[config.mk]
export PLATFORM = sky130hd
export DESIGN_NAME = i2c_write_arbiter
export DESIGN_NICKNAME = d
export VERILOG_FILES = /design/src/rtl/i2c_pkg.sv /design/src/rtl/i2c_rr_arbiter.sv /design/src/rtl/i2c_write_arbiter.sv
export SDC_FILE = /design/constraint.sdc
export NUM_CORES = 1
export LEC_CHECK = 0
export ABC_AREA = 0
export BUFFER_PORTS_ARGS = -buffer_cell sky130_fd_sc_hd__buf_2
export CAP_MARGIN = 25
export CORE_MARGIN = 10
export CORE_UTILIZATION = 45
export CTS_CLUSTER_DIAMETER = 100
export CTS_CLUSTER_SIZE = 40
export DETAILED_ROUTE_END_ITERATION = 10
export HOLD_SLACK_MARGIN = 0.1
export PLACE_DENSITY = 0.71
export SYNTH_ARGS = -nofsm -noshare
export SYNTH_HDL_FRONTEND = slang
export SYNTH_SLANG_ARGS = --single-unit
[constraint.sdc]
create_clock -name clk -period 1.8 [get_ports clk]
set_input_delay 0.27 -clock clk [delete_from_list [all_inputs] [get_ports clk]]
set_output_delay 0.27 -clock clk [all_outputs]
set_load 0.05 [all_outputs]
[src/rtl/i2c_pkg.sv]
// ---------------------------------------------------------------------------
// i2c_pkg
//   Shared definitions for the I2C write arbiter.
//   - state_t          : frame sequencer states
//   - RW_WRITE         : R/W bit value appended to the 7-bit address
//   - QUARTERS_PER_BIT : SCL quarter-periods per bit slot
// ---------------------------------------------------------------------------
package i2c_pkg;

  typedef enum logic [2:0] {
    ST_IDLE,
    ST_START,
    ST_ADDR,
    ST_ACK_A,
    ST_DATA,
    ST_ACK_D,
    ST_STOP,
    ST_DONE
  } state_t;

  localparam logic RW_WRITE         = 1'b0;
  localparam int   QUARTERS_PER_BIT = 4;

endpackage

[src/rtl/i2c_rr_arbiter.sv]
// ---------------------------------------------------------------------------
// i2c_rr_arbiter
//   Round-robin selector. Combinationally picks the first active request at
//   or after the pointer; the pointer moves to (finished index + 1) when the
//   owning frame completes.
// Ports
//   clk          in   system clock
//   rst          in   synchronous active-high reset (pointer -> 0)
//   i_req        in   N_REQ request levels
//   i_advance    in   1 = frame of i_done_idx finished this cycle
//   i_done_idx   in   index of the requester whose frame finished
//   o_grant      out  one-hot selection (all zero when no request)
//   o_idx        out  binary index of the selection
//   o_valid      out  1 = some request is active
// ---------------------------------------------------------------------------
module i2c_rr_arbiter #(
  parameter int N_REQ = 2,
  parameter int IDX_W = (N_REQ > 1) ? $clog2(N_REQ) : 1
) (
  input  logic             clk,
  input  logic             rst,
  input  logic [N_REQ-1:0] i_req,
  input  logic             i_advance,
  input  logic [IDX_W-1:0] i_done_idx,
  output logic [N_REQ-1:0] o_grant,
  output logic [IDX_W-1:0] o_idx,
  output logic             o_valid
);

  localparam logic [IDX_W-1:0] IDX_LAST = IDX_W'(N_REQ - 1);

  logic [IDX_W-1:0] r_ptr;
  logic [IDX_W-1:0] w_ptr_next;
  logic [IDX_W-1:0] w_cand;

  // Walk the requesters starting at the pointer, wrapping at N_REQ-1;
  // the first active one wins.
  always_comb begin
    o_grant = '0;
    o_idx   = '0;
    o_valid = 1'b0;
    w_cand  = r_ptr;
    for (int k = 0; k < N_REQ; k++) begin
      if (!o_valid && i_req[w_cand]) begin
        o_valid         = 1'b1;
        o_idx           = w_cand;
        o_grant[w_cand] = 1'b1;
      end
      w_cand = (w_cand == IDX_LAST) ? '0 : w_cand + 1'b1;
    end
  end

  assign w_ptr_next = (i_done_idx == IDX_LAST) ? '0 : i_done_idx + 1'b1;

  always_ff @(posedge clk) begin
    if (rst) begin
      r_ptr <= '0;
    end else if (i_advance) begin
      r_ptr <= w_ptr_next;
    end
  end

endmodule

[src/rtl/i2c_write_arbiter.sv]
// ---------------------------------------------------------------------------
// i2c_write_arbiter
//   Shares one open-drain I2C bus between N_REQ requesters. A round-robin
//   winner gets one single-byte write frame:
//   START, addr[6:0]+W, ACK, data[7:0], ACK, STOP.
//   Each bit slot is 4 quarters of CLK_DIV clk each.
// Ports
//   clk         in   system clock
//   rst         in   synchronous active-high reset (releases bus at once)
//   i_req       in   [N_REQ]   request levels
//   i_req_addr  in   [7*N_REQ] slave address, requester i at [7i+6:7i]
//   i_req_data  in   [8*N_REQ] write byte, requester i at [8i+7:8i]
//   o_grant     out  [N_REQ]   one-hot owner of the current frame
//   o_done      out  [N_REQ]   one-clk end-of-frame pulse to the owner
//   o_nack      out  valid with o_done: address or data not acknowledged
//   o_busy      out  frame in progress
//   o_scl       out  SCL level (1 = released)
//   o_sda_oe    out  1 = pull SDA low
//   i_sda       in   sampled SDA line
// ---------------------------------------------------------------------------
module i2c_write_arbiter
  import i2c_pkg::*;
#(
  parameter int N_REQ   = 2,
  parameter int CLK_DIV = 4
) (
  input  logic               clk,
  input  logic               rst,
  input  logic [N_REQ-1:0]   i_req,
  input  logic [7*N_REQ-1:0] i_req_addr,
  input  logic [8*N_REQ-1:0] i_req_data,
  output logic [N_REQ-1:0]   o_grant,
  output logic [N_REQ-1:0]   o_done,
  output logic               o_nack,
  output logic               o_busy,
  output logic               o_scl,
  output logic               o_sda_oe,
  input  logic               i_sda
);

  localparam int               IDX_W     = (N_REQ > 1) ? $clog2(N_REQ) : 1;
  localparam int               QCNT_W    = $clog2(CLK_DIV);
  localparam logic [QCNT_W-1:0] QCNT_LAST = QCNT_W'(CLK_DIV - 1);
  localparam logic [1:0]       Q_LAST    = 2'(QUARTERS_PER_BIT - 1);
  localparam logic [1:0]       Q_SAMPLE  = 2'd2;

  // Per-requester views of the packed address/data buses.
  logic [6:0] w_addr_arr [N_REQ];
  logic [7:0] w_data_arr [N_REQ];

  for (genvar gi = 0; gi < N_REQ; gi++) begin : g_unpack
    assign w_addr_arr[gi] = i_req_addr[7*gi +: 7];
    assign w_data_arr[gi] = i_req_data[8*gi +: 8];
  end

  // State
  state_t           r_state,  r_state_next;
  logic [QCNT_W-1:0] r_qcnt;
  logic [1:0]       r_q,      r_q_next;
  logic [2:0]       r_bitcnt, r_bitcnt_next;
  logic [7:0]       r_shift,  r_shift_next;
  logic [7:0]       r_data,   r_data_next;
  logic [N_REQ-1:0] r_grant,  r_grant_next;
  logic [IDX_W-1:0] r_gidx,   r_gidx_next;
  logic             r_nack,   r_nack_next;
  logic             r_scl,    r_scl_next;
  logic             r_sda_oe, r_sda_oe_next;

  logic             w_tick;
  logic [N_REQ-1:0] w_arb_grant;
  logic [IDX_W-1:0] w_arb_idx;
  logic             w_arb_valid;
  logic             w_in_done;

  assign w_in_done = (r_state == ST_DONE);

  i2c_rr_arbiter #(
    .N_REQ (N_REQ),
    .IDX_W (IDX_W)
  ) u_arb (
    .clk        (clk),
    .rst        (rst),
    .i_req      (i_req),
    .i_advance  (w_in_done),
    .i_done_idx (r_gidx),
    .o_grant    (w_arb_grant),
    .o_idx      (w_arb_idx),
    .o_valid    (w_arb_valid)
  );

  // Quarter-period prescaler: held at zero outside a frame so every frame
  // starts with a full first quarter.
  assign w_tick = (r_qcnt == QCNT_LAST);

  always_ff @(posedge clk) begin
    if (rst) begin
      r_qcnt <= '0;
    end else if (r_state == ST_IDLE || r_state == ST_DONE || w_tick) begin
      r_qcnt <= '0;
    end else begin
      r_qcnt <= r_qcnt + 1'b1;
    end
  end

  // Next-state logic. On each tick the sequencer advances one quarter, then
  // the bus levels for the quarter being entered are derived from the new
  // state/quarter, so bus pins only ever move on tick edges.
  always_comb begin
    r_state_next  = r_state;
    r_q_next      = r_q;
    r_bitcnt_next = r_bitcnt;
    r_shift_next  = r_shift;
    r_data_next   = r_data;
    r_grant_next  = r_grant;
    r_gidx_next   = r_gidx;
    r_nack_next   = r_nack;
    r_scl_next    = r_scl;
    r_sda_oe_next = r_sda_oe;

    case (r_state)
      ST_IDLE: begin
        if (w_arb_valid) begin
          r_state_next  = ST_START;
          r_grant_next  = w_arb_grant;
          r_gidx_next   = w_arb_idx;
          r_shift_next  = {w_addr_arr[w_arb_idx], RW_WRITE};
          r_data_next   = w_data_arr[w_arb_idx];
          r_nack_next   = 1'b0;
          r_q_next      = 2'd0;
          r_bitcnt_next = 3'd7;
        end
      end

      ST_DONE: begin
        r_state_next = ST_IDLE;
        r_grant_next = '0;
        r_q_next     = 2'd0;
      end

      default: begin
        if (w_tick) begin
          r_q_next = r_q + 2'd1;

          // ACK slot: slave holds SDA low to acknowledge.
          if ((r_state == ST_ACK_A || r_state == ST_ACK_D) && r_q == Q_SAMPLE) begin
            r_nack_next = i_sda;
          end

          if (r_q == Q_LAST) begin
            case (r_state)
              ST_START: r_state_next = ST_ADDR;
              ST_ADDR: begin
                if (r_bitcnt == 3'd0) begin
                  r_state_next = ST_ACK_A;
                end else begin
                  r_bitcnt_next = r_bitcnt - 3'd1;
                  r_shift_next  = {r_shift[6:0], 1'b0};
                end
              end
              ST_ACK_A: begin
                // Address NACK skips the data byte entirely.
                if (r_nack) begin
                  r_state_next = ST_STOP;
                end else begin
                  r_state_next  = ST_DATA;
                  r_shift_next  = r_data;
                  r_bitcnt_next = 3'd7;
                end
              end
              ST_DATA: begin
                if (r_bitcnt == 3'd0) begin
                  r_state_next = ST_ACK_D;
                end else begin
                  r_bitcnt_next = r_bitcnt - 3'd1;
                  r_shift_next  = {r_shift[6:0], 1'b0};
                end
              end
              ST_ACK_D: r_state_next = ST_STOP;
              ST_STOP:  r_state_next = ST_DONE;
              default:  r_state_next = r_state;
            endcase
          end

          // Bus levels for the quarter now being entered.
          case (r_state_next)
            ST_START: begin
              // Q0 idle, Q1-Q2 SDA low under high SCL, Q3 SCL low.
              r_scl_next    = (r_q_next != 2'd3);
              r_sda_oe_next = (r_q_next != 2'd0);
            end
            ST_ADDR, ST_DATA: begin
              r_scl_next = (r_q_next == 2'd1) || (r_q_next == 2'd2);
              if (r_q_next == 2'd0) begin
                r_sda_oe_next = ~r_shift_next[7];
              end
            end
            ST_ACK_A, ST_ACK_D: begin
              r_scl_next    = (r_q_next == 2'd1) || (r_q_next == 2'd2);
              r_sda_oe_next = 1'b0;
            end
            ST_STOP: begin
              // Q0 SDA low with SCL low, Q1 SCL rises, Q3 SDA released.
              r_scl_next    = (r_q_next != 2'd0);
              r_sda_oe_next = (r_q_next != 2'd3);
            end
            default: begin
              r_scl_next    = 1'b1;
              r_sda_oe_next = 1'b0;
            end
          endcase
        end
      end
    endcase
  end

  always_ff @(posedge clk) begin
    if (rst) begin
      r_state  <= ST_IDLE;
      r_q      <= 2'd0;
      r_bitcnt <= 3'd0;
      r_shift  <= 8'd0;
      r_data   <= 8'd0;
      r_grant  <= '0;
      r_gidx   <= '0;
      r_nack   <= 1'b0;
      r_scl    <= 1'b1;
      r_sda_oe <= 1'b0;
    end else begin
      r_state  <= r_state_next;
      r_q      <= r_q_next;
      r_bitcnt <= r_bitcnt_next;
      r_shift  <= r_shift_next;
      r_data   <= r_data_next;
      r_grant  <= r_grant_next;
      r_gidx   <= r_gidx_next;
      r_nack   <= r_nack_next;
      r_scl    <= r_scl_next;
      r_sda_oe <= r_sda_oe_next;
    end
  end

  assign o_grant  = r_grant;
  assign o_done   = w_in_done ? r_grant : '0;
  assign o_nack   = w_in_done & r_nack;
  assign o_busy   = (r_state != ST_IDLE);
  assign o_scl    = r_scl;
  assign o_sda_oe = r_sda_oe;

endmodule

Word level (Yosys, flattened, before mapping)
Index checks and enable logic that the tools add are counted.

Eq/ne operators: 25. Bitwise operators: 6. Mux-type cells: 61. $lt $le $gt $ge: 5. Reduce and logical (&&, ||, !) cells: 36. Divide/modulo/power cells: 0. Add/sub/neg operators: 5. Shift operators: 0. $mul: 0.

Operators with widths (number): $mux 8 (10); $mux 3 (12); $pmux 8 s2 (2); $eq 3x3->1 const B (7); $mux 7 (3); $pmux 3 s2 (3); $pmux 3 s6 (1); $mux 1 (16); $mux 2 (7); $reduce_and 7->1 (2); $eq 3x2->1 const B (4); $reduce_bool 3->1 (4); $reduce_bool 2->1 (5); $eq 2x2->1 const B (4); $ne 4x4->1 const B (2); $pmux 2 s2 (2); $reduce_and 2->1 (4); $reduce_or 2->1 (4); $eq 3x1->1 const B (2); $logic_not 3->1 (2); $ne 3x3->1 const B (2); $pmux 1 s3 (2); $reduce_and 3->1 (2); $add 2x1->2 const B (2); other kinds (21) (34).

Bits in read-only memories: 0. Memory bits (writable): 0. Input bits: 35. Latch bits: 0. Memories kept: 0. Word-level logic and storage cells: 151. Output and inout port bits: 8. Register bits after elaboration: 33.

Depth between registers and ports, before layout
Gate-level depths: netlist (run 1).

Depth after elaboration: 12. Mapped depth: 8. Mapped depth without buffers: 7.

By module
From an unflattened synthesis (run 1), not the netlist that was laid out.

Cells, all modules: 235. Area total of the unflattened synthesis: 1986.9 sq um.

By module, submodules not included: i2c_write_arbiter (area each 1918.1 sq um, cells each 227, seq. area each 640.6 sq um, times used 1); i2c_rr_arbiter (area each 68.8 sq um, cells each 8, seq. area each 20.0 sq um, times used 1).

Least setup slack after synthesis (run 1)
Ideal clock, no wire load.

Kind: reg-to-reg. Start point: register r_q[0]. End point: register r_sda_oe, in the netlist o_sda_oe. Stages on the path, launching flop included: 8. Slack: -0.087 ns. Clock period less this slack: 1.887 ns. Setup time: 0.091 ns. Arrival: 1.796 ns. Cells stage by stage: dfxtp_1 -> ha_1 -> clkbuf_1 -> and4_1 -> buf_6 -> a2111o_1 -> nand4bb_1 -> a311oi_1.

Longest elaborated chain between the ends: 8.

RTL lines: start: declaration (line i2c_write_arbiter.sv:59) `logic [1:0] r_q, r_q_next;`; start signal: assignment (line i2c_write_arbiter.sv:230) `r_q <= r_q_next;`; $eq 2x2->1 (line i2c_write_arbiter.sv:149) `if (r_q == Q_LAST) begin`; $mux 3 (line i2c_write_arbiter.sv:149); $mux 3 (line i2c_write_arbiter.sv:141) `if (w_tick) begin`; $mux 3 (line i2c_write_arbiter.sv:120) `case (r_state)`; $eq 3x2->1 or $eq 3x3->1 (tied branches) (line i2c_write_arbiter.sv:185) `case (r_state_next)`; $reduce_or 2->1 (line i2c_write_arbiter.sv:185); $ne 2x2->1 (no line); $reduce_and 3->1 (no line); end signal: assignment (line i2c_write_arbiter.sv:238) `r_sda_oe <= r_sda_oe_next;`; end: declaration (line i2c_write_arbiter.sv:67) `logic r_sda_oe, r_sda_oe_next;`.

Several ways; a longest one is shown, not always the timed one. The select of a mux whose other input is x is not followed. A chain may end at the register's enable or synchronous reset.

Worst setup path in the final report (run 1)
Start point: register r_state[1]. End point: register r_sda_oe, in the netlist o_sda_oe.

Longest elaborated chain between the ends: 9.

RTL lines: start: declaration (line i2c_write_arbiter.sv:57) `state_t r_state, r_state_next;`; start signal: assignment (line i2c_write_arbiter.sv:229) `r_state <= r_state_next;`; $eq 3x3->1, or another cell as far along (line i2c_write_arbiter.sv:150) `case (r_state)`; $pmux 3 s6 or $reduce_or 2->1 (tied branches); $mux 3 or $pmux 8 s2 (tied branches) (line i2c_write_arbiter.sv:149, i2c_write_arbiter.sv:150); $mux 3 or $mux 8 (tied branches) (line i2c_write_arbiter.sv:141, i2c_write_arbiter.sv:149); $mux 3 or $mux 8 (tied branches) (line i2c_write_arbiter.sv:120, i2c_write_arbiter.sv:141); $eq 3x2->1, or another cell as far along (line i2c_write_arbiter.sv:185); $reduce_or 2->1 or $not 1->1 (tied branches) (line i2c_write_arbiter.sv:185, i2c_write_arbiter.sv:194); $ne 2x2->1 (no line) or $mux 1 (tied branches); $reduce_and 3->1 (no line) or $pmux 1 s3 (tied branches).

Several ways; a longest one is shown, not always the timed one. The select of a mux whose other input is x is not followed.

==> results.py, run 1 <==
metrics = {
    "outcome": {
        "status": "complete, no violations",
    },
    "yosys": {
        "synth-async-reset-ratio": 0,
        "syn_inst": 227,
        "syn_avg_cell_area_um2": 8.554,
        "synth.top_cell.area_share": 0.3402,
        "synth_common_cells": "41 x nor2_1, 33 x dfxtp_1, 14 x a211oi_1",
        "synth_fp_nets": 267,
        "ys_warn_count": 0,
        "yosys.area.top_type": "dfxtp_1",
        "synth_area_um2": 1942,
        "synth_top_flop_cell": "dfxtp_1",
        "synth_most_common_cell": "nor2_1",
        "yosysUniqueCellTypes": 54,
        "synth.area.top_cells": "dfxtp_1 34%, nor2_1 7.9%, a211oi_1 5.4%",
        "yosysSeqAreaShare": 0.3402,
        "synth_edf_count": 0,
        "ys_ff_latch": 33,
    },
    "cts": {
        "clock_latency_ns": 0.29,
        "cts_tree": "done",
        "cts.sinks": 33,
        "htree_levels": 2,
        "numCtsBuffers": 5,
        "clk_pin_slew_ns": 0.07,
        "holdBufCountCts": 0,
        "cts_root_buf": "clkbuf_8",
        "clk_path_buf_depth": 2,
    },
    "floorplan": {
        "num_io_pins": 43,
        "fp.dieW_um": 85.69,
        "start_util": 0.4752,
        "die_h_um": 85.69,
        "num_rows": 23,
        "dieArea_um2": 7343,
        "core_um2": 4086,
    },
    "setup_path": {
        "r2r_slack_ns": 0.03,
        "worstReg2RegStart": "r_state[1]",
        "r2r_end": "o_sda_oe",
        "worstPathRequired_ns": 2.00,
        "setup.worst_path.start_class": "register",
        "r2r_cells": 6,
        "path_class": "register to register",
        "cp.arrival_ns": 1.97,
        "crit_fanout": 8,
        "endpoint_kind": "register",
    },
    "timing": {
        "slew_headroom": 0.6978,
        "clock.fmax_ghz": 0.5649,
        "hold_viol": 0,
        "tightest_slew_ns": 0.4532,
        "period_minus_slack_ns": 1.770,
        "rsz0062_at_grt": "true",
        "fin_crit_sh": 0.9835,
        "setup_viol": 0,
        "skew_ns": 0.006778,
        "drv_slew": 0,
        "setup_ws_ns": 0.02972,
    },
    "route": {
        "drt_drc_violations_left": 0,
        "wl_met2_mm": 2.677,
        "wl_mm": 5.497,
        "first_pass_iters": 5,
        "vias_per_cell": 5.581,
        "wl_met1_mm": 2.437,
        "dr_total_vias": 1959,
        "routedWlPerCell_um": 15.66,
        "met3RoutedLength_um": 271,
        "detail-route-antenna-nets": 0,
        "dr.first_iter.drc_count": 167,
        "top_layer_used": "met4",
    },
    "hold_path": {
        "min_from": "i_req_data[11]",
        "hp-class": "input pin to register",
        "hold_depth": 3,
        "holdPathEnd": "r_data[3]",
    },
    "placed_design": {
        "hpwl_mm": 3.953,
        "port_buffers": 42,
        "dp.cells": 338,
        "gp_congestion": 0.8108,
        "pre_cts_slack_ns": -0.07850,
    },
    "cells_and_area": {
        "layout-drive-gt1-share": 0.4186,
        "areaGrowthSynthToFinish_pct": 38.27,
        "antenna_cells_inserted": 0,
        "layoutNonFillerInstCount": 351,
        "final_nets": 340,
    },
    "power": {
        "leakage_nw": 1.200,
        "p_per_area_nw_per_um2": 747.6,
        "peakVddDrop_uv": 598.5,
    },
    "global_route": {
        "antenna_found_initial": 0,
        "grt_pass1_vias": 2019,
        "track_usage": 0.1439,
        "grt_pass1_wl_mm": 8.914,
        "grt_max_degree": 24,
        "grt-ovfl-total": 0,
    },
    "flow_run": {
        "max-cap-violations": 0,
    },
}
==> metrics by stage <==
step	cell area (µm²)	util	setup TNS, ns	total power, mW	hold slack, ns
after floorplan	1957	-	-0.03045	1.094	0.4077
after global placement	2422	0.5928	-0.09202	1.239	0.4099
after detailed placement	2422	0.5928	-0.5820	1.250	0.4263
after CTS	2610	0.6387	-0.007049	1.987	0.3157
after global routing	2685	0.6571	-0.3141	2.097	0.3515
final	2685	0.6571	0	2.007	0.3176
==> report_power, final <==
part           leakage, nW  internal [mW]  total [mW]  switching, mW
registers            0.275          0.788       0.833         0.0450
clock network       0.0585          0.451       0.724          0.273
logic                0.867          0.222       0.450          0.228
==> routing by layer <==
| metal | GRT usage | vias to the layer above |
|---|---|---|
| li1 | - | 979 |
| met3 | 0.03690 | 10 |
| met5 | 0 | - |
| met1 | 0.1699 | 909 |
| met2 | 0.2371 | 61 |
| met4 | 0.06737 | 0 |
==> worst max-delay path by stage <==
stage | start | end | slack [ns] | cells past startpoint
after floorplan | r_q[0] | o_sda_oe | -0.03 | 7
after global placement | r_bitcnt[0] | o_scl | -0.05 | 8
after detailed placement | r_qcnt[0] | r_shift[4] | -0.08 | 7
after CTS | r_bitcnt[0] | o_scl | -0.007 | 8
after global routing | r_qcnt[0] | r_shift[0] | -0.05 | 8
final | r_state[1] | o_sda_oe | 0.03 | 6
==> state kept, by name, summed over array words and instances (netlist names) <==
| name | cells |
|---|---|
| r_data | 8 |
| r_shift | 8 |
| r_bitcnt | 3 |
| r_state | 3 |
| o_grant | 2 |
| r_q | 2 |
| r_qcnt | 2 |
| o_scl | 1 |
| o_sda_oe | 1 |
| r_gidx | 1 |
| r_nack | 1 |
| u_arb.r_ptr | 1 |
==> what timing repair did <==
item / 4_1_cts / 5_1_grt
pin swaps: 4 / 9
cloned: 1 / 0
setup endpoints to repair: 14 / 18
buffers inserted: 3 / 1
gates resized for setup: 16 / 16
==> final cells by class <==
type	count	area, µm²
clock buffers	7	86.33
well taps	50	62.56
flip-flops and latches	33	673.1
fillers	324	1401
inverters	7	26.28
repair buffers	86	580.6
clock inverters	1	30.03
multi-input cells	167	1226
==> layout by cell type (no fill, tap or decap), types with 3 or more instances in the layout <==
cell	n
nand2_1	9
dfxtp_2	4
buf_4	43
clkbuf_8	6
a311oi_1	3
mux2i_1	9
mux2_2	7
dfxtp_1	27
inv_1	5
a222oi_1	6
nor4_1	3
and2_1	4
a21oi_1	12
buf_2	39
nand3_1	4
nor2_1	40
a211oi_1	14
==> critical path, stage by stage (launching register included) <==
cell and delay (ns):
dfxtp_4 0.39, buf_4 0.16, and3_2 0.23, and2_4 0.19, nor4_1 0.34, mux2i_1 0.13
a311oi_1 0.25
==> cell families (layout without fill, tap and decap cells) <==
| family | after synthesis | in the layout | share of synthesized area |
|---|---|---|---|
| muxes | 16 | 16 | 0.08699 |
| AOI/OAI and AO/OA | 59 | 59 | 0.2403 |
| adders and majority gates | 6 | 6 | 0.03737 |
| buffers and inverters | 27 | 101 | 0.07217 |
| and+or+nand+nor | 82 | 82 | 0.2049 |
| DFF | 33 | 33 | 0.3402 |
| xor gates and xnor gates | 4 | 4 | 0.01804 |
No activity file was read; power rests on OpenSTA's default activity.
==> inputs of run 2 (changes only) <==
CORE_ASPECT_RATIO = 0.9   (was not set)
==> run 2 against run 1 <==
  * The run now ends with negative setup slack left
  * Fmax is 4.7% lower
  * Largest power group unchanged
  * Non-clock buffer count is 2 higher
  * First-iteration DRC count is 13% higher
==> results.py, run 2 (synthesized netlist as in run 1, its figures left out) <==
metrics = {
    "power": {
        "p_comb_frac": 0.252,
        "clkPwrFrac": 0.302,
        "switching_share": 0.2981,
        "p_sw_mw": 0.5618,
        "leakage_nw": 1.191,
        "power.internal_mw": 1.323,
        "p_per_area_nw_per_um2": 694.8,
        "peakVddDrop_uv": 475.5,
        "pwr-share-seq": 0.446,
    },
    "placed_design": {
        "dp.cells": 337,
        "port_buffers": 42,
        "placedInstanceArea_um2": 2415,
        "gp_congestion": 0.8467,
        "hpwl_mm": 3.972,
    },
    "cts": {
        "htree_levels": 2,
        "clock_latency_ns": 0.28,
        "clk_pin_slew_ns": 0.07,
        "numCtsBuffers": 5,
        "cts_root_buf": "clkbuf_8",
        "cts.sinks": 33,
        "clk_path_buf_depth": 2,
        "holdBufCountCts": 0,
        "cts_tree": "done",
    },
    "timing": {
        "setup_ws_ns": -0.05795,
        "clock.fmax_ghz": 0.5382,
        "hold_viol": 0,
        "skew_ns": 0.004578,
        "fin_crit_sh": 1.032,
        "rsz0062_at_grt": "true",
        "tightest_slew_ns": 0.5830,
        "slew_headroom": 0.6113,
        "setup_viol": 1,
        "period_minus_slack_ns": 1.858,
        "drv_slew": 0,
        "fin_hold_ws_ns": 0.3218,
    },
    "global_route": {
        "track_usage": 0.1559,
        "antenna_found_initial": 0,
        "grt_max_degree": 31,
        "grt_pass1_vias": 1977,
        "grt_pass1_wl_mm": 9.108,
        "grt-ovfl-total": 0,
    },
    "outcome": {
        "status": "finished, violations left",
        "violations": "negative setup slack",
    },
    "cells_and_area": {
        "antenna_cells_inserted": 0,
        "final_common_cell": "buf_4",
        "finish.utilization": 0.6570,
        "areaGrowthSynthToFinish_pct": 39.69,
        "mostFrequentLayoutCells": "42 x buf_4, 39 x buf_2, 35 x nor2_1",
        "final_nets": 342,
        "layout-drive-gt1-share": 0.4536,
        "layoutNonFillerInstCount": 350,
        "fin_area_um2": 2713,
        "top_regs": "r_data: 8 flops, r_shift: 8 flops",
    },
    "floorplan": {
        "die_h_um": 82.32,
        "start_util": 0.4703,
        "fp.dieW_um": 89.25,
        "core_um2": 4129,
        "dieArea_um2": 7347,
        "num_rows": 22,
        "num_io_pins": 43,
    },
    "route": {
        "wl_mm": 5.825,
        "vias_per_cell": 5.660,
        "dr_total_vias": 1981,
        "dr.first_iter.drc_count": 189,
        "drt_drc_violations_left": 0,
        "routedWlPerCell_um": 16.64,
        "detail-route-antenna-nets": 0,
        "first_pass_iters": 8,
    },
    "setup_path": {
        "path_cells": "buf_6 > and3_4 > and3_4 > a2111o_1 > nand4bb_1 > a311oi_1",
        "critPathSlowestCell": "a2111o_1",
        "worstReg2RegStart": "r_state[1]",
        "setup.worst_path.start_class": "register",
        "cp.arrival_ns": 2.05,
        "worstPathRequired_ns": 1.99,
        "endpoint_kind": "register",
        "cp.buffers_inverters": 1,
        "r2r_end": "o_sda_oe",
        "r2r_slack_ns": -0.06,
        "path_class": "register to register",
        "crit_path_max_incr_delay_ns": 0.42,
        "crit_fanout": 8,
        "cp_top_family": "compound AO/OA/AOI/OAI gates",
        "r2r_cells": 6,
        "crit_top_cell": "and3_4",
    },
    "hold_path": {
        "min_from": "i_req_data[14]",
        "hold_depth": 3,
        "hp-class": "input pin to register",
        "holdPathEnd": "r_data[6]",
    },
    "flow_run": {
        "max-cap-violations": 0,
    },
}
-- run 2: changes by cell type in the layout (fill, tap and decap cells not counted), sizes merged --
cell	before	now
buf	86	87
clkinvlp	0	1
bufinv	1	0
-- run 2: per-layer routing --
layer / vias to the layer above / share of wire / track usage / routed length, µm
li1: 989 / - / - / -
met1: 925 / 0.45 / 0.2039 / 2599
met2: 59 / 0.48 / 0.2415 / 2814
met3: 8 / 0.057 / 0.03718 / 333
met4: 0 / 0.013 / 0.06349 / 77
met5: - / 0 / 0 / 0
-- run 2: layout make-up --
| class | count | area [µm²] |
|---|---|---|
| repair buffers | 88 | 594.3 |
| multi-input cells | 167 | 1265 |
| clock buffers | 6 | 82.58 |
| flip-flops and latches | 33 | 676.9 |
| inverters | 7 | 26.28 |
| well taps | 48 | 60.06 |
| fillers | 358 | 1416 |
| clock inverters | 1 | 7.507 |
-- run 2: worst max-delay path by stage --
stage / from / end / slack, ns / depth (start not counted)
after floorplan: r_q[0] / o_sda_oe / -0.03 / 7
final: r_state[1] / o_sda_oe / -0.06 / 6
after detailed placement: r_qcnt[0] / r_shift[4] / -0.12 / 7
after CTS: r_qcnt[0] / r_shift[0] / -0.02 / 8
after global placement: r_state[1] / o_sda_oe / -0.04 / 5
after global routing: r_state[1] / o_sda_oe / -0.1 / 6
-- run 2: worst register-to-register path, stage by stage, from the launching register on --
cell and delay (ns):
dfxtp_4 0.38, buf_6 0.13, and3_4 0.19, and3_4 0.18
a2111o_1 0.42, nand4bb_1 0.22, a311oi_1 0.25
-- run 2: per-stage QoR --
step	worst slack, ns	setup TNS (ns)	total power, mW
global route	-0.09649	-0.7456	1.991
detailed placement	-0.1159	-0.5219	1.261
floorplan	-0.03045	-0.03045	1.094
global placement	-0.04297	-0.04732	1.251
finish	-0.05795	-0.05795	1.885
CTS	-0.01628	-0.02622	1.840
-- run 2: what timing repair did --
action / CTS / global route
gates resized for setup: 12 / 32
pin swaps: 5 / 14
setup buffers: 0 / 5
cloned: 1 / 0
setup endpoints to repair: 14 / 19
-- run 2: power groups by stage --
stage                     sequential [mW]  combinational [mW]  clock, mW
after floorplan                     0.845               0.250          0
after global placement              0.847               0.404          0
after detailed placement            0.849               0.412          0
after CTS                           0.834               0.426      0.580
after global routing                0.847               0.520      0.624
final                               0.840               0.475      0.570
==> inputs of run 3 (changes only) <==
MAX_ROUTING_LAYER = met4   (was not set)
==> run 3 against run 2 <==
  * The run still ends with negative setup slack left
  * Final area grew 0.74%
  * Clock power hardly changed
  * Via count down 0.50%
  * Clock skew down 0.0017 ns
  * Clock-buffer cell count unchanged
  * Critical endpoint unchanged
  * Largest cell class unchanged
==> results.py, run 3 (synthesized netlist as in run 1, its figures left out) <==
metrics = {
    "hold_path": {
        "hp-class": "input pin to register",
    },
    "cells_and_area": {
        "top_regs": "r_data: 8 flops, r_shift: 8 flops",
        "final_nets": 342,
        "final_common_cell": "buf_4",
        "fill_cells": 352,
        "layout-drive-gt1-share": 0.4603,
        "antenna_cells_inserted": 0,
        "mostFrequentLayoutCells": "42 x buf_4, 39 x buf_2, 37 x nor2_1",
        "layoutNonFillerInstCount": 350,
        "areaGrowthSynthToFinish_pct": 40.72,
    },
    "power": {
        "clkPwrFrac": 0.302,
        "switching_share": 0.2973,
        "p_comb_frac": 0.252,
        "peakVddDrop_uv": 476.6,
        "power.internal_mw": 1.324,
        "leakage_nw": 1.194,
        "p_per_area_nw_per_um2": 689.3,
        "p_sw_mw": 0.5599,
        "pwr-share-seq": 0.446,
    },
    "setup_path": {
        "crit_path_end": "o_sda_oe",
        "path_cells": "buf_6 > and3_4 > and3_4 > a2111o_1 > nand4bb_1 > a311oi_1",
        "critPathSlowestCell": "a2111o_1",
        "r2r_end": "o_sda_oe",
        "path_class": "register to register",
        "r2r_cells": 6,
        "cp.arrival_ns": 2.05,
        "worst-path-stages": 6,
        "cp.buffers_inverters": 1,
        "worstPathRequired_ns": 1.99,
        "setup.worst_path.start_class": "register",
        "crit_top_cell": "and3_4",
        "cp_top_family": "compound AO/OA/AOI/OAI gates",
        "worstReg2RegStart": "r_state[1]",
        "critPathLaunch": "r_state[1]",
        "r2r_slack_ns": -0.05,
        "crit_fanout": 7,
        "crit_path_max_incr_delay_ns": 0.41,
        "endpoint_kind": "register",
    },
    "global_route": {
        "grt_pass1_wl_mm": 9.142,
        "gr-usage-met2": 0.2400,
        "met1_usage": 0.2113,
        "grt_pass1_vias": 1977,
        "gr-max-usage-layer": "met2",
        "grt-ovfl-total": 0,
        "use_met3": 0.02544,
        "antenna_found_initial": 0,
        "track_usage": 0.1604,
        "grt_max_degree": 31,
    },
    "route": {
        "first_pass_iters": 7,
        "drt_drc_violations_left": 0,
        "detail-route-antenna-nets": 0,
        "vias_per_cell": 5.631,
        "wl_mm": 5.860,
        "routedWlPerCell_um": 16.74,
        "dr.first_iter.drc_count": 246,
        "dr_total_vias": 1971,
    },
    "floorplan": {
        "dieArea_um2": 7347,
        "die_h_um": 82.32,
        "core_um2": 4129,
        "start_util": 0.4703,
        "num_io_pins": 43,
        "num_rows": 22,
        "fp.dieW_um": 89.25,
    },
    "timing": {
        "setup_ws_ns": -0.05188,
        "setup_viol": 1,
        "clock.fmax_ghz": 0.5400,
        "fin_crit_sh": 1.029,
        "skew_ns": 0.002882,
        "fin_setup_tns_ns": -0.05188,
        "tightest_slew_ns": 0.6046,
        "hold_viol": 0,
        "rsz0062_at_grt": "true",
        "slew_headroom": 0.5969,
        "period_minus_slack_ns": 1.852,
        "drv_slew": 0,
    },
    "placed_design": {
        "port_buffers": 42,
        "pre_cts_slack_ns": -0.1159,
        "dp.cells": 337,
        "hpwl_mm": 3.972,
        "gp_congestion": 0.8599,
    },
    "cts": {
        "cts_tree": "done",
        "clock_latency_ns": 0.28,
        "htree_levels": 2,
        "cts_root_buf": "clkbuf_8",
        "clk_path_buf_depth": 2,
        "numCtsBuffers": 5,
        "clk_pin_slew_ns": 0.07,
        "cts.sinks": 33,
    },
    "outcome": {
        "status": "finished, violations left",
        "violations": "negative setup slack",
    },
    "flow_run": {
        "max-cap-violations": 0,
    },
}
[run 3: worst min-delay path by stage]
stage	from	to	slack, ns	depth (start not counted)
3_5_place_dp	r_qcnt[0]	r_qcnt[0]	0.42	1
3_3_place_gp	r_qcnt[0]	r_qcnt[0]	0.41	1
2_1_floorplan	r_qcnt[0]	r_qcnt[0]	0.41	1
4_1_cts	i_req_data[14]	r_data[6]	0.32	3
6_report	i_req_data[14]	r_data[6]	0.32	3
5_1_grt	i_req_data[11]	r_data[3]	0.32	3
[run 3: power by group through the flow]
stage / clock, mW / sequential [mW] / combinational, mW
final: 0.568 / 0.840 / 0.475
after floorplan: 0 / 0.845 / 0.250
after detailed placement: 0 / 0.849 / 0.412
after global placement: 0 / 0.847 / 0.404
after CTS: 0.580 / 0.834 / 0.426
after global routing: 0.621 / 0.846 / 0.522
[run 3: stage by stage]
| stage | cell area (µm²) | power [mW] | hold slack, ns | utilization |
|---|---|---|---|---|
| after floorplan | 1957 | 1.094 | 0.4077 | - |
| after global placement | 2415 | 1.251 | 0.4095 | 0.5848 |
| after global routing | 2733 | 1.989 | 0.3208 | 0.6618 |
| after detailed placement | 2415 | 1.261 | 0.4206 | 0.5848 |
| after CTS | 2537 | 1.840 | 0.3201 | 0.6145 |
| final | 2733 | 1.884 | 0.3216 | 0.6618 |
[run 3: layout make-up]
class / count / area (µm²) / area share
repair buffers: 88 / 594.3 / 0.2175
flip-flops and latches: 33 / 676.9 / 0.2477
well taps: 48 / 60.06 / 0.02198
inverters: 7 / 26.28 / 0.009615
clock inverters: 1 / 7.507 / 0.002747
clock buffers: 6 / 82.58 / 0.03022
multi-input cells: 167 / 1285 / 0.4702
[run 3: what timing repair did]
| action | 4_1_cts | 5_1_grt |
|---|---|---|
| gates cloned | 1 | 0 |
| buffers inserted | 0 | 5 |
| pin swaps | 5 | 15 |
| hold buffers | 0 | 0 |
| resized for setup | 12 | 35 |
| endpoints found under the setup margin | 14 | 19 |
[run 3: worst min-delay path: stages]
cell,delay (ns)
buf_2,0.09
mux2i_1,0.11
a211oi_1,0.08
[run 3: layer usage]
metal  vias to the layer above  part of all wire
met4                         0            0.0090
li1                        986                 -
met5                         -                 0
met2                        67              0.49
met3                         4             0.053
met1                       914              0.45
